`src/rtl/rs232_in_packer.sv`:
```
// rs232_in_packer
//   Bulk-IN packet scheduler. Drains 72-bit records from the RS-232 status
//   FIFO, writes the low 64 bits of each record MSB-first as 8 bytes into the
//   usb2_top IN buffer, and commits a packet when it holds MAX_RECORDS
//   records, when the idle timer expires, or when capture is disabled.
//
// Ports
//   clk_50             in   single clock for all logic
//   reset_n            in   synchronous active-low reset
//   enable             in   capture enable; low flushes a partial packet
//   usb_configured     in   a new packet may start only while high
//   fifo_empty         in   status FIFO empty
//   fifo_q[71:0]       in   FIFO read data, valid the cycle after fifo_rden
//   fifo_rden          out  one-cycle FIFO read pulse
//   buf_in_ready       in   IN buffer free (asynchronous)
//   buf_in_commit_ack  in   commit acknowledge (asynchronous)
//   buf_in_addr[8:0]   out  byte address in the IN buffer
//   buf_in_data[7:0]   out  byte data
//   buf_in_wren        out  byte write strobe
//   buf_in_commit      out  commit request, held until acknowledged
//   buf_in_commit_len  out  committed length in bytes
//   busy               out  high whenever the scheduler is not idle
//   pkt_count[15:0]    out  completed packets, wrapping
//
// All outputs are registered, so each strobe appears one cycle after the
// state decision that requests it. The FIFO read therefore takes two internal
// states: RD carries the rden pulse, LD captures fifo_q and presents byte 0.
module rs232_in_packer #(
    parameter int MAX_RECORDS = 64,
    parameter int TIMEOUT     = 50000,
    parameter int TO_W        = 16
) (
    input  logic        clk_50,
    input  logic        reset_n,
    input  logic        enable,
    input  logic        usb_configured,
    input  logic        fifo_empty,
    input  logic [71:0] fifo_q,
    output logic        fifo_rden,
    input  logic        buf_in_ready,
    input  logic        buf_in_commit_ack,
    output logic [8:0]  buf_in_addr,
    output logic [7:0]  buf_in_data,
    output logic        buf_in_wren,
    output logic        buf_in_commit,
    output logic [9:0]  buf_in_commit_len,
    output logic        busy,
    output logic [15:0] pkt_count
);

    localparam logic [6:0]      MAX_REC_C   = 7'(MAX_RECORDS);
    localparam logic [TO_W-1:0] TIMEOUT_C   = TO_W'(TIMEOUT);
    localparam logic [TO_W-1:0] TIMER_MAX_C = {TO_W{1'b1}};

    typedef enum logic [2:0] {
        ST_IDLE   = 3'd0,
        ST_RD     = 3'd1,
        ST_LD     = 3'd2,
        ST_WR     = 3'd3,
        ST_NEXT   = 3'd4,
        ST_COMMIT = 3'd5,
        ST_ACKLO  = 3'd6
    } state_t;

    state_t          state_r;
    state_t          next_state_s;
    logic            rdy_meta_r;
    logic            rdy_sync_r;
    logic            ack_meta_r;
    logic            ack_sync_r;
    logic [63:0]     rec_r;
    logic [6:0]      rec_cnt_r;
    logic [2:0]      byte_idx_r;
    logic [2:0]      nxt_idx_s;
    logic [TO_W-1:0] timer_r;
    logic            start_s;
    logic            fifo_rden_r;
    logic            buf_in_wren_r;
    logic [8:0]      buf_in_addr_r;
    logic [7:0]      buf_in_data_r;
    logic            buf_in_commit_r;
    logic [9:0]      buf_in_commit_len_r;
    logic            busy_r;
    logic [15:0]     pkt_count_r;
    logic            rden_s;
    logic            wren_s;
    logic [8:0]      addr_s;
    logic [7:0]      data_s;
    logic            commit_s;
    logic [9:0]      len_s;
    logic            unused_fifo_tag_s;

    // Byte idx of a record, most significant byte first.
    function automatic logic [7:0] record_byte(input logic [63:0] rec, input logic [2:0] idx);
        logic [7:0] b;
        case (idx)
            3'd0:    b = rec[63:56];
            3'd1:    b = rec[55:48];
            3'd2:    b = rec[47:40];
            3'd3:    b = rec[39:32];
            3'd4:    b = rec[31:24];
            3'd5:    b = rec[23:16];
            3'd6:    b = rec[15:8];
            3'd7:    b = rec[7:0];
            default: b = 8'd0;
        endcase
        return b;
    endfunction

    // The FIFO tag byte is never forwarded to the host.
    assign unused_fifo_tag_s = ^fifo_q[71:64];

    assign start_s   = enable & usb_configured & rdy_sync_r & ~fifo_empty;
    assign nxt_idx_s = byte_idx_r + 3'd1;

    // Two-flop synchronisers for the asynchronous buffer handshake inputs.
    always_ff @(posedge clk_50) begin
        if (!reset_n) begin
            rdy_meta_r <= 1'b0;
            rdy_sync_r <= 1'b0;
            ack_meta_r <= 1'b0;
            ack_sync_r <= 1'b0;
        end else begin
            rdy_meta_r <= buf_in_ready;
            rdy_sync_r <= rdy_meta_r;
            ack_meta_r <= buf_in_commit_ack;
            ack_sync_r <= ack_meta_r;
        end
    end

    // State register.
    always_ff @(posedge clk_50) begin
        if (!reset_n) begin
            state_r <= ST_IDLE;
        end else begin
            state_r <= next_state_s;
        end
    end

    // Next-state decision; NEXT priority is full, flush, more data, timeout.
    always_comb begin
        next_state_s = state_r;
        case (state_r)
            ST_IDLE: begin
                if (start_s) next_state_s = ST_RD;
                else         next_state_s = ST_IDLE;
            end
            ST_RD:   next_state_s = ST_LD;
            ST_LD:   next_state_s = ST_WR;
            ST_WR: begin
                if (byte_idx_r == 3'd7) next_state_s = ST_NEXT;
                else                    next_state_s = ST_WR;
            end
            ST_NEXT: begin
                if (rec_cnt_r == MAX_REC_C)   next_state_s = ST_COMMIT;
                else if (!enable)             next_state_s = ST_COMMIT;
                else if (!fifo_empty)         next_state_s = ST_RD;
                else if (timer_r >= TIMEOUT_C) next_state_s = ST_COMMIT;
                else                          next_state_s = ST_NEXT;
            end
            ST_COMMIT: begin
                if (ack_sync_r) next_state_s = ST_ACKLO;
                else            next_state_s = ST_COMMIT;
            end
            ST_ACKLO: begin
                if (!ack_sync_r) next_state_s = ST_IDLE;
                else             next_state_s = ST_ACKLO;
            end
            default: next_state_s = ST_IDLE;
        endcase
    end

    // Next values of the registered outputs.
    always_comb begin
        rden_s   = 1'b0;
        wren_s   = 1'b0;
        addr_s   = 9'd0;
        data_s   = 8'd0;
        commit_s = 1'b0;
        len_s    = buf_in_commit_len_r;
        case (state_r)
            ST_IDLE, ST_NEXT: begin
                if (next_state_s == ST_RD) begin
                    rden_s = 1'b1;
                end else if (next_state_s == ST_COMMIT) begin
                    commit_s = 1'b1;
                    len_s    = {rec_cnt_r, 3'b000};
                end else begin
                    rden_s = 1'b0;
                end
            end
            ST_LD: begin
                // fifo_q is valid now; byte 0 goes straight to the bus.
                wren_s = 1'b1;
                addr_s = {rec_cnt_r[5:0], 3'd0};
                data_s = fifo_q[63:56];
            end
            ST_WR: begin
                if (byte_idx_r != 3'd7) begin
                    wren_s = 1'b1;
                    addr_s = {rec_cnt_r[5:0], nxt_idx_s};
                    data_s = record_byte(rec_r, nxt_idx_s);
                end else begin
                    wren_s = 1'b0;
                end
            end
            ST_COMMIT: commit_s = (next_state_s == ST_COMMIT);
            default:   commit_s = 1'b0;
        endcase
    end

    // Output registers.
    always_ff @(posedge clk_50) begin
        if (!reset_n) begin
            fifo_rden_r         <= 1'b0;
            buf_in_wren_r       <= 1'b0;
            buf_in_addr_r       <= 9'd0;
            buf_in_data_r       <= 8'd0;
            buf_in_commit_r     <= 1'b0;
            buf_in_commit_len_r <= 10'd0;
            busy_r              <= 1'b0;
        end else begin
            fifo_rden_r         <= rden_s;
            buf_in_wren_r       <= wren_s;
            buf_in_addr_r       <= addr_s;
            buf_in_data_r       <= data_s;
            buf_in_commit_r     <= commit_s;
            buf_in_commit_len_r <= len_s;
            busy_r              <= (next_state_s != ST_IDLE);
        end
    end

    // Record holding register and byte index within the record.
    always_ff @(posedge clk_50) begin
        if (!reset_n) begin
            rec_r      <= 64'd0;
            byte_idx_r <= 3'd0;
        end else if (state_r == ST_LD) begin
            rec_r      <= fifo_q[63:0];
            byte_idx_r <= 3'd0;
        end else if (state_r == ST_WR) begin
            byte_idx_r <= nxt_idx_s;
        end
    end

    // Record count in the current packet.
    always_ff @(posedge clk_50) begin
        if (!reset_n || state_r == ST_IDLE) begin
            rec_cnt_r <= 7'd0;
        end else if (state_r == ST_WR && byte_idx_r == 3'd7) begin
            rec_cnt_r <= rec_cnt_r + 7'd1;
        end
    end

    // Packet age timer: zero in the cycle after the first read, saturating.
    always_ff @(posedge clk_50) begin
        if (!reset_n || state_r == ST_IDLE || (state_r == ST_RD && rec_cnt_r == 7'd0)) begin
            timer_r <= {TO_W{1'b0}};
        end else if (timer_r != TIMER_MAX_C) begin
            timer_r <= timer_r + {{(TO_W-1){1'b0}}, 1'b1};
        end
    end

    // Completed packet counter, bumped once the acknowledge has dropped.
    always_ff @(posedge clk_50) begin
        if (!reset_n) begin
            pkt_count_r <= 16'd0;
        end else if (state_r == ST_ACKLO && !ack_sync_r) begin
            pkt_count_r <= pkt_count_r + 16'd1;
        end
    end

    assign fifo_rden         = fifo_rden_r;
    assign buf_in_wren       = buf_in_wren_r;
    assign buf_in_addr       = buf_in_addr_r;
    assign buf_in_data       = buf_in_data_r;
    assign buf_in_commit     = buf_in_commit_r;
    assign buf_in_commit_len = buf_in_commit_len_r;
    assign busy              = busy_r;
    assign pkt_count         = pkt_count_r;

endmodule
```
`config.mk`:
```
export PLATFORM = sky130hd
export DESIGN_NAME = rs232_in_packer
export DESIGN_NICKNAME = d
export VERILOG_FILES = /design/src/rtl/rs232_in_packer.sv
export SDC_FILE = /design/constraint.sdc
export NUM_CORES = 1
export LEC_CHECK = 0
export CORE_MARGIN = 2
export CORE_UTILIZATION = 57
export CTS_CLUSTER_DIAMETER = 30
export CTS_CLUSTER_SIZE = 14
export DETAILED_ROUTE_END_ITERATION = 6
export DONT_BUFFER_PORTS = 1
export PLACE_DENSITY = 0.81
export SYNTH_ARGS = -nofsm -noshare
export SYNTH_HDL_FRONTEND = slang
export SYNTH_SLANG_ARGS = --single-unit
```
`constraint.sdc`:
```
create_clock -name clk_50 -period 1.75 [get_ports clk_50]
set_input_delay 0.35 -clock clk_50 [delete_from_list [all_inputs] [get_ports clk_50]]
set_output_delay 0.35 -clock clk_50 [all_outputs]
set_load 0.05 [all_outputs]
```
==> flow_summary.json, run 1 <==
{
  "outcome": "complete, but fails checks",
  "failed_checks": "setup timing",
  "p_int_w": 0.005896,
  "synth_edf_count": 0,
  "cp-start-kind": "register",
  "synthesis.instances": 707,
  "hold_violations": 0,
  "hold_end": "rec_r[30]$_SDFFE_PN0N_",
  "hp-class": "input pin to register",
  "finClkSkew_ns": 0.01449,
  "drv_slew": 0,
  "fp.dieArea_um2": 11540,
  "worst_pin_slew_ns": 0.5315,
  "postLayoutCoreUtil_pct": 79.77,
  "power.switching_w": 0.001591,
  "antenna_found_initial": 0,
  "arrival_ns": 2.28,
  "synthArstFlopShare_pct": 0,
  "fin_crit_ns": 1.867,
  "netlist_area_um2": 6100,
  "max_cap_violations": 0,
  "maxSlewHeadroom_pct": 64.52,
  "synthTopCellsByArea": "dfxtp_1 (46%), nand2_1 (10%), a21boi_0 (8.7%)",
  "tns_ns": -0.4727,
  "synth.yosys.seq_area_share_pct": 46.28,
  "die_width_um": 107.4,
  "avgRoutedWirePerCell_um": 19.29,
  "grt_pass1_vias": 5891,
  "switching_share_pct": 21.25,
  "drt_iter0_drc": 755,
  "min_period_over_period_pct": 106.7,
  "power_frac_seq_pct": 43.4,
  "drt-pass1-iter-count": 7,
  "synth-seq-cells": 141,
  "cp_data_required_time_ns": 2.16,
  "syn_area_per_cell_um2": 8.627,
  "pin_count": 126,
  "synth_top_area_share_pct": 46.28,
  "dp_hpwl_um": 10130,
  "cellPowerDensity_nw_per_um2": 905.1,
  "antennaDiodeCount": 0,
  "final_net_count": 909,
  "max-vdd-ir-drop_mv": 0.7498,
  "critPathKind": "register to register",
  "gp_congestion": 0.8987,
  "clkLatencyLatePin_ns": 0.54,
  "root_buffer": "clkbuf_8",
  "grt_max_degree": 101,
  "clockBufferDepth": 2,
  "core_um2": 10370,
  "max_clock_freq_mhz": 535.7,
  "yosys.area.top_type": "dfxtp_1",
  "ant_nets": 0,
  "clock_sinks": 141,
  "ys.flop_type": "dfxtp_1",
  "combPwrFrac_pct": 4.0,
  "drt_wl_total_um": 18670,
  "layout_commonest_cell": "nand2_1",
  "start_util_pct": 58.82,
  "io_buffer_count": 0,
  "vias": 5878,
  "ys_types": 55,
  "area_growth_pct": 35.61,
  "p_leak_nw": 2.917,
  "hold_start": "fifo_q[30]",
  "grt_first_pass_wirelength_um": 28320,
  "cts_tree": "done",
  "rows": 37,
  "htree_num_levels": 4,
  "synth_warnings": 0,
  "cts_buffers": 17,
  "worst_r2r_startpoint": "byte_idx_r[0]$_SDFFE_PP0P_",
  "route.detailed.drc": 0,
  "crit_fanout": 7,
  "fp.dieH_um": 107.4,
  "placedCellCount": 855,
  "reg2reg_depth": 7,
  "cts.reportedPaths.clkPinSlew_ns": 0.07,
  "min_path_cells": 2,
  "final_cell_count_no_fill": 968,
  "rsz0062_at_grt": "yes",
  "drive_gt1_share_pct": 18.87,
  "setup_violations": 11,
  "endpoint_kind": "register",
  "viasPerCell": 6.072,
  "r2r_end": "buf_in_data[1]$_SDFF_PN0_",
  "clkPwrFrac_pct": 52.6,
  "grt-ovfl-total": 0,
  "reg2reg_slack_ns": -0.12,
  "setup_ws_ns": -0.1168,
  "track_usage_pct": 31.17,
  "layout_common_cells": "nand2_1 (164), dfxtp_1 (127), a21boi_0 (69), dlygate4sd3_1 (65), buf_4 (65)"
}
## stage by stage
step	instance area (um2)	hold slack (ns)	setup WS, ns	power, W
floorplan	6131	0.4119	-0.01039	0.003442
global placement	6581	0.4157	-0.1179	0.003439
detailed placement	6581	0.4262	-0.2173	0.003445
CTS	7994	0.0009869	-0.002224	0.007466
global route	8272	0.006788	-0.1492	0.007668
finish	8272	0.008510	-0.1168	0.007487
## synth_stat cells, types with 3 or more instances
cell,n
nand2_1,165
dfxtp_1,141
a21boi_0,71
clkbuf_1,37
nor2_1,36
and2_1,27
xnor2_1,27
nand3_1,21
o21ai_0,19
a222oi_1,16
a22o_1,16
inv_1,16
ha_1,11
a21oi_1,8
nor3_1,7
o22ai_1,7
a211oi_1,6
buf_2,6
nand4_1,6
and3_1,5
buf_4,5
nor4_1,5
o31ai_1,5
mux2i_1,4
o211ai_1,4
nor2b_1,3
## power groups by stage
stage | registers, W | logic [W] | clock network [W]
global placement | 0.00332 | 0.000116 | 0
floorplan | 0.00332 | 0.000123 | 0
global route | 0.00325 | 0.000318 | 0.00410
CTS | 0.00325 | 0.000277 | 0.00394
detailed placement | 0.00332 | 0.000121 | 0
finish | 0.00325 | 0.000299 | 0.00394
## timing repair
| action | in CTS | in global routing |
|---|---|---|
| hold endpoints to repair | 107 | 1 |
| buffers inserted | 2 | 12 |
| gates cloned | 0 | 1 |
| resized for setup | 25 | 40 |
| hold buffers | 65 | 1 |
| pin swaps | 6 | 26 |
| setup endpoints to repair | 26 | 36 |
## cell families (layout without fill, tap and decap cells)
family	Yosys count	count (layout)	synth area share, %
adder cells (fa/ha/maj)	11	11	2.256
AND/OR/NAND/NOR	290	290	21.54
multiplexers	4	4	0.6564
buffers and inverters	65	188	4.554
other	1	3	0.06148
AO/OA/AOI/OAI	167	167	20.64
flip-flops	141	141	46.28
XOR/XNOR	28	28	4.021
## layout make-up
cell class | count | area (um2)
multi-input combinational | 503 | 3223
sequential | 141 | 2848
fill | 576 | 2098
timing repair buffer | 140 | 1325
clock buffer | 18 | 427.9
clock inverter | 14 | 215.2
tap | 136 | 170.2
inverter | 16 | 62.56
## per-layer routing
metal	routed length (um)	up-vias	GRT usage (%)
met1	7273	2815	34.70
met5	0	-	0
met2	9398	315	53.93
met3	1181	72	9.564
li1	-	2676	-
met4	816	0	15.29
## how the worst max path moves through the flow
| stage | start | cells after the start | endpoint | slack [ns] |
|---|---|---|---|---|
| floorplan | byte_idx_r[0]$_SDFFE_PP0P_ | 8 | buf_in_data[6]$_SDFF_PN0_ | -0.01 |
| global placement | byte_idx_r[1]$_SDFFE_PP0P_ | 8 | buf_in_data[1]$_SDFF_PN0_ | -0.12 |
| detailed placement | byte_idx_r[1]$_SDFFE_PP0P_ | 7 | buf_in_data[5]$_SDFF_PN0_ | -0.22 |
| CTS | byte_idx_r[1]$_SDFFE_PP0P_ | 7 | buf_in_data[1]$_SDFF_PN0_ | -0.002 |
| global route | byte_idx_r[0]$_SDFFE_PP0P_ | 7 | buf_in_data[2]$_SDFF_PN0_ | -0.15 |
| finish | byte_idx_r[0]$_SDFFE_PP0P_ | 7 | buf_in_data[1]$_SDFF_PN0_ | -0.12 |
## flip-flops by register name (all words and copies together), names as in the netlist
name	flops
ack_meta_r	1
ack_sync_r	1
buf_in_addr	9
buf_in_commit	1
buf_in_commit_len	7
buf_in_data	8
buf_in_wren	1
busy	1
byte_idx_r	3
fifo_rden	1
pkt_count	16
rdy_meta_r	1
rdy_sync_r	1
rec_cnt_r	7
rec_r	64
state_r	3
timer_r	16
## critical path: stages (launching register included)
cell,delay (ns)
dfxtp_4,0.38
inv_4,0.06
ha_4,0.20
clkbuf_16,0.17
a222oi_1,0.44
o21ai_1,0.13
a222oi_1,0.28
nor2_1,0.09
No activity file was read; power rests on OpenSTA's default activity.
==> run 2: changes to the inputs <==
--- a/config.mk
+++ b/config.mk
@@ -5,6 +5,7 @@
 export SDC_FILE = /design/constraint.sdc
 export NUM_CORES = 1
 export LEC_CHECK = 0
+export ABC_AREA = 1
 export CORE_MARGIN = 2
 export CORE_UTILIZATION = 57
 export CTS_CLUSTER_DIAMETER = 30
==> run 2 against run 1 <==
  * Count of clock-buffer cells in the layout increased by 2
  * Sequential cell count unchanged
  * Utilization decreased by 4.5 points
  * Clock power decreased by 15%
  * Largest cell class unchanged
  * Total power decreased by 7.9%
  * Sequential share of layout area increased by 2.2 points
  * The run still ends with setup timing left
  * First-iteration DRC count decreased by 0.40%
  * Via count increased by 6.0%
  * Worst setup slack got worse by 0.16 ns
  * Final area decreased by 6.0%
  * Die area decreased by 0.21%
==> flow_summary.json, run 2 <==
{
  "cts.reportedPaths.clkPinSlew_ns": 0.07,
  "min_period_over_period_pct": 115.8,
  "layout_commonest_cell": "dfxtp_1",
  "hold_violations": 0,
  "synth_mux_area_share_pct": 0,
  "finClkSkew_ns": 0.009232,
  "synthTopCellsByCount": "dfxtp_1 (141), nand2_1 (121), inv_1 (119), a21oi_1 (89), o21ai_0 (85)",
  "cts_tree": "done",
  "synthArstFlopShare_pct": 0,
  "synthesis.instances": 814,
  "synthAdderAreaFrac_pct": 2.262,
  "hold_ws_ns": 0.01493,
  "setup_violations": 10,
  "synth.yosys.seq_area_share_pct": 46.38,
  "ys.flop_type": "dfxtp_1",
  "synth.most_common_cell": "dfxtp_1",
  "die_width_um": 107.3,
  "pre_cts_slack_ns": -0.1202,
  "min_path_cells": 2,
  "hp-class": "input pin to register",
  "synth_top_area_share_pct": 46.38,
  "synth_warnings": 0,
  "crit_start": "byte_idx_r[0]$_SDFFE_PP0P_",
  "worst_r2r_startpoint": "byte_idx_r[0]$_SDFFE_PP0P_",
  "max-vdd-ir-drop_mv": 0.6108,
  "cellPowerDensity_nw_per_um2": 886.5,
  "multi_input_area_um2": 2914,
  "top_register": "rec_r",
  "area_growth_pct": 27.75,
  "rsz0062_at_grt": "yes",
  "synthTopCellsByArea": "dfxtp_1 (46%), nand2_1 (7.5%), inv_1 (7.3%)",
  "cp_data_required_time_ns": 2.15,
  "critPathKind": "register to register",
  "fp.dieArea_um2": 11520,
  "synth_edf_count": 0,
  "drv_slew": 0,
  "regArea_um2": 2845,
  "rows": 37,
  "setup_ws_ns": -0.2763,
  "largest_register_ffs": 64,
  "worst_pin_slew_ns": 0.5710,
  "track_usage_pct": 29.38,
  "route.detailed.drc": 0,
  "root_buffer": "clkbuf_8",
  "layout_common_cells": "dfxtp_1 (127), nand2_1 (108), inv_1 (107), a21oi_1 (87), o21ai_0 (81)",
  "num-fill-cells": 645,
  "avgRoutedWirePerCell_um": 17.57,
  "drt_iter0_drc": 752,
  "reg2reg_depth": 9,
  "placedCellCount": 969,
  "ys_types": 43,
  "synth-compound-area-share_pct": 18.07,
  "ant_nets": 0,
  "failed_checks": "setup timing",
  "postLayoutCoreUtil_pct": 75.31,
  "dp_hpwl_um": 10750,
  "htree_num_levels": 4,
  "clkLatencyLatePin_ns": 0.53,
  "drive_gt1_share_pct": 20.92,
  "yosys.area.top_type": "dfxtp_1",
  "synth-seq-cells": 141,
  "gp_congestion": 0.9562,
  "netlist_area_um2": 6086,
  "max_clock_freq_mhz": 493.5,
  "grt_pass1_vias": 5617,
  "p_leak_nw": 3.116,
  "pin_count": 126,
  "reg2reg_slack_ns": -0.28,
  "cts_buffers": 17,
  "grt-ovfl-total": 0,
  "max_cap_violations": 0,
  "maxSlewHeadroom_pct": 61.88,
  "critPathSlowestCell": "dfxtp_4",
  "endpoint_kind": "register",
  "clock_sinks": 141,
  "outcome": "complete, but fails checks",
  "crit_fanout": 8,
  "syn_area_per_cell_um2": 7.476,
  "drt-pass1-iter-count": 5,
  "cp-start-kind": "register",
  "final_cell_count_no_fill": 1049,
  "start_util_pct": 58.95,
  "io_buffer_count": 0,
  "antenna_found_initial": 0,
  "tns_ns": -1.464,
  "hold_start": "fifo_q[62]",
  "synth_xor_area_share_pct": 0.7196,
  "core_um2": 10320,
  "final_net_count": 990,
  "hold_end": "rec_r[62]$_SDFFE_PN0N_",
  "drt_wl_total_um": 18430,
  "arrival_ns": 2.42,
  "fp.dieH_um": 107.3,
  "cpMostUsedCell": "ha_4",
  "cpPeakStageDelay_ns": 0.36,
  "grt_max_degree": 89,
  "grt_first_pass_wirelength_um": 26530,
  "clockBufferDepth": 2,
  "vias": 6231,
  "viasPerCell": 5.940,
  "synth_top_family_by_area": "simple AND/OR/NAND/NOR gates",
  "antennaDiodeCount": 0,
  "r2r_end": "buf_in_data[5]$_SDFF_PN0_",
  "cp_cell_sequence": "ha_4 -> ha_4 -> nand2_4 -> inv_4 -> nor4_4 -> buf_6 -> inv_8 -> o211ai_1 -> a21oi_1",
  "fin_crit_ns": 2.026,
  "synth-simple-area-share_pct": 22.39
}
## run 2: cell types whose count changed after synthesis, sizes merged, moves of 16 or more
cell,delta
clkbuf,-17
a21boi,-72
nor3,+22
inv,+108
nor2,+56
a22o,-16
nand2,-41
xnor2,-25
o21ai,+66
a21oi,+81
and2,-27
a222oi,-16
## run 2: worst max path at each step
stage	to	slack, ns	cells after the start
after detailed placement	buf_in_data[3]$_SDFF_PN0_	-0.12	10
after global placement	buf_in_data[3]$_SDFF_PN0_	-0.05	10
final	buf_in_data[5]$_SDFF_PN0_	-0.28	9
after global routing	buf_in_data[5]$_SDFF_PN0_	-0.30	9
after CTS	buf_in_data[6]$_SDFF_PN0_	-0.04	10
after floorplan	buf_in_data[1]$_SDFF_PN0_	-0.004	8
## run 2: logic make-up (layout without fill, tap and decap cells)
family                   count (synthesis)  in the layout
flip-flops                             141            141
AND/OR/NAND/NOR                        294            295
XOR/XNOR                                 5              5
AO/OA/AOI/OAI                          208            208
buffers and inverters                  154            250
adder cells (fa/ha/maj)                 11             11
other                                    1              3
## run 2: power by group
part	leakage (nW)	switching (W)	internal [W]	total [W]
sequential	1.14	0.0000279	0.00325	0.00328
combinational	1.71	0.000167	0.000102	0.000269
clock	0.262	0.00141	0.00193	0.00335
total	3.12	0.00161	0.00528	0.00689
## run 2: cell type report
| cell class | instances | share of cell area, % |
|---|---|---|
| timing repair buffer | 92 | 10.40 |
| clock inverter | 12 | 1.432 |
| clock buffer | 20 | 5.600 |
| tap | 136 | 2.189 |
| multi-input combinational | 522 | 37.48 |
| sequential | 141 | 36.59 |
| timing repair inverter | 1 | 0.09656 |
| inverter | 125 | 6.212 |
## run 2: worst max-delay path, delay by kind of cell (launching register included)
family | cells | cell delay, ns
simple gates | 2 | 0.43
fa+ha+maj | 2 | 0.41
compound gates | 2 | 0.40
flops | 1 | 0.36
buf+inv | 3 | 0.28
## run 2: metal layers
| metal | GRT usage [%] | part of all wire (%) |
|---|---|---|
| met5 | 0 | 0 |
| met1 | 34.83 | 38 |
| met2 | 48.19 | 47 |
| met3 | 8.414 | 9.7 |
| met4 | 15.66 | 4.7 |
## run 2: repair_timing
action                     CTS  global route
resized for setup           27            58
setup endpoints to repair   15            34
buffers inserted             2            15
hold endpoints to repair    81             1
cloned                       0             2
hold buffers                28             1
pin swaps                   11            24
## run 2: per-stage QoR
stage	area, um2	power, W
CTS	7453	0.006869
finish	7775	0.006892
detailed placement	6507	0.003511
floorplan	6126	0.003496
global placement	6507	0.003506
global route	7775	0.007074
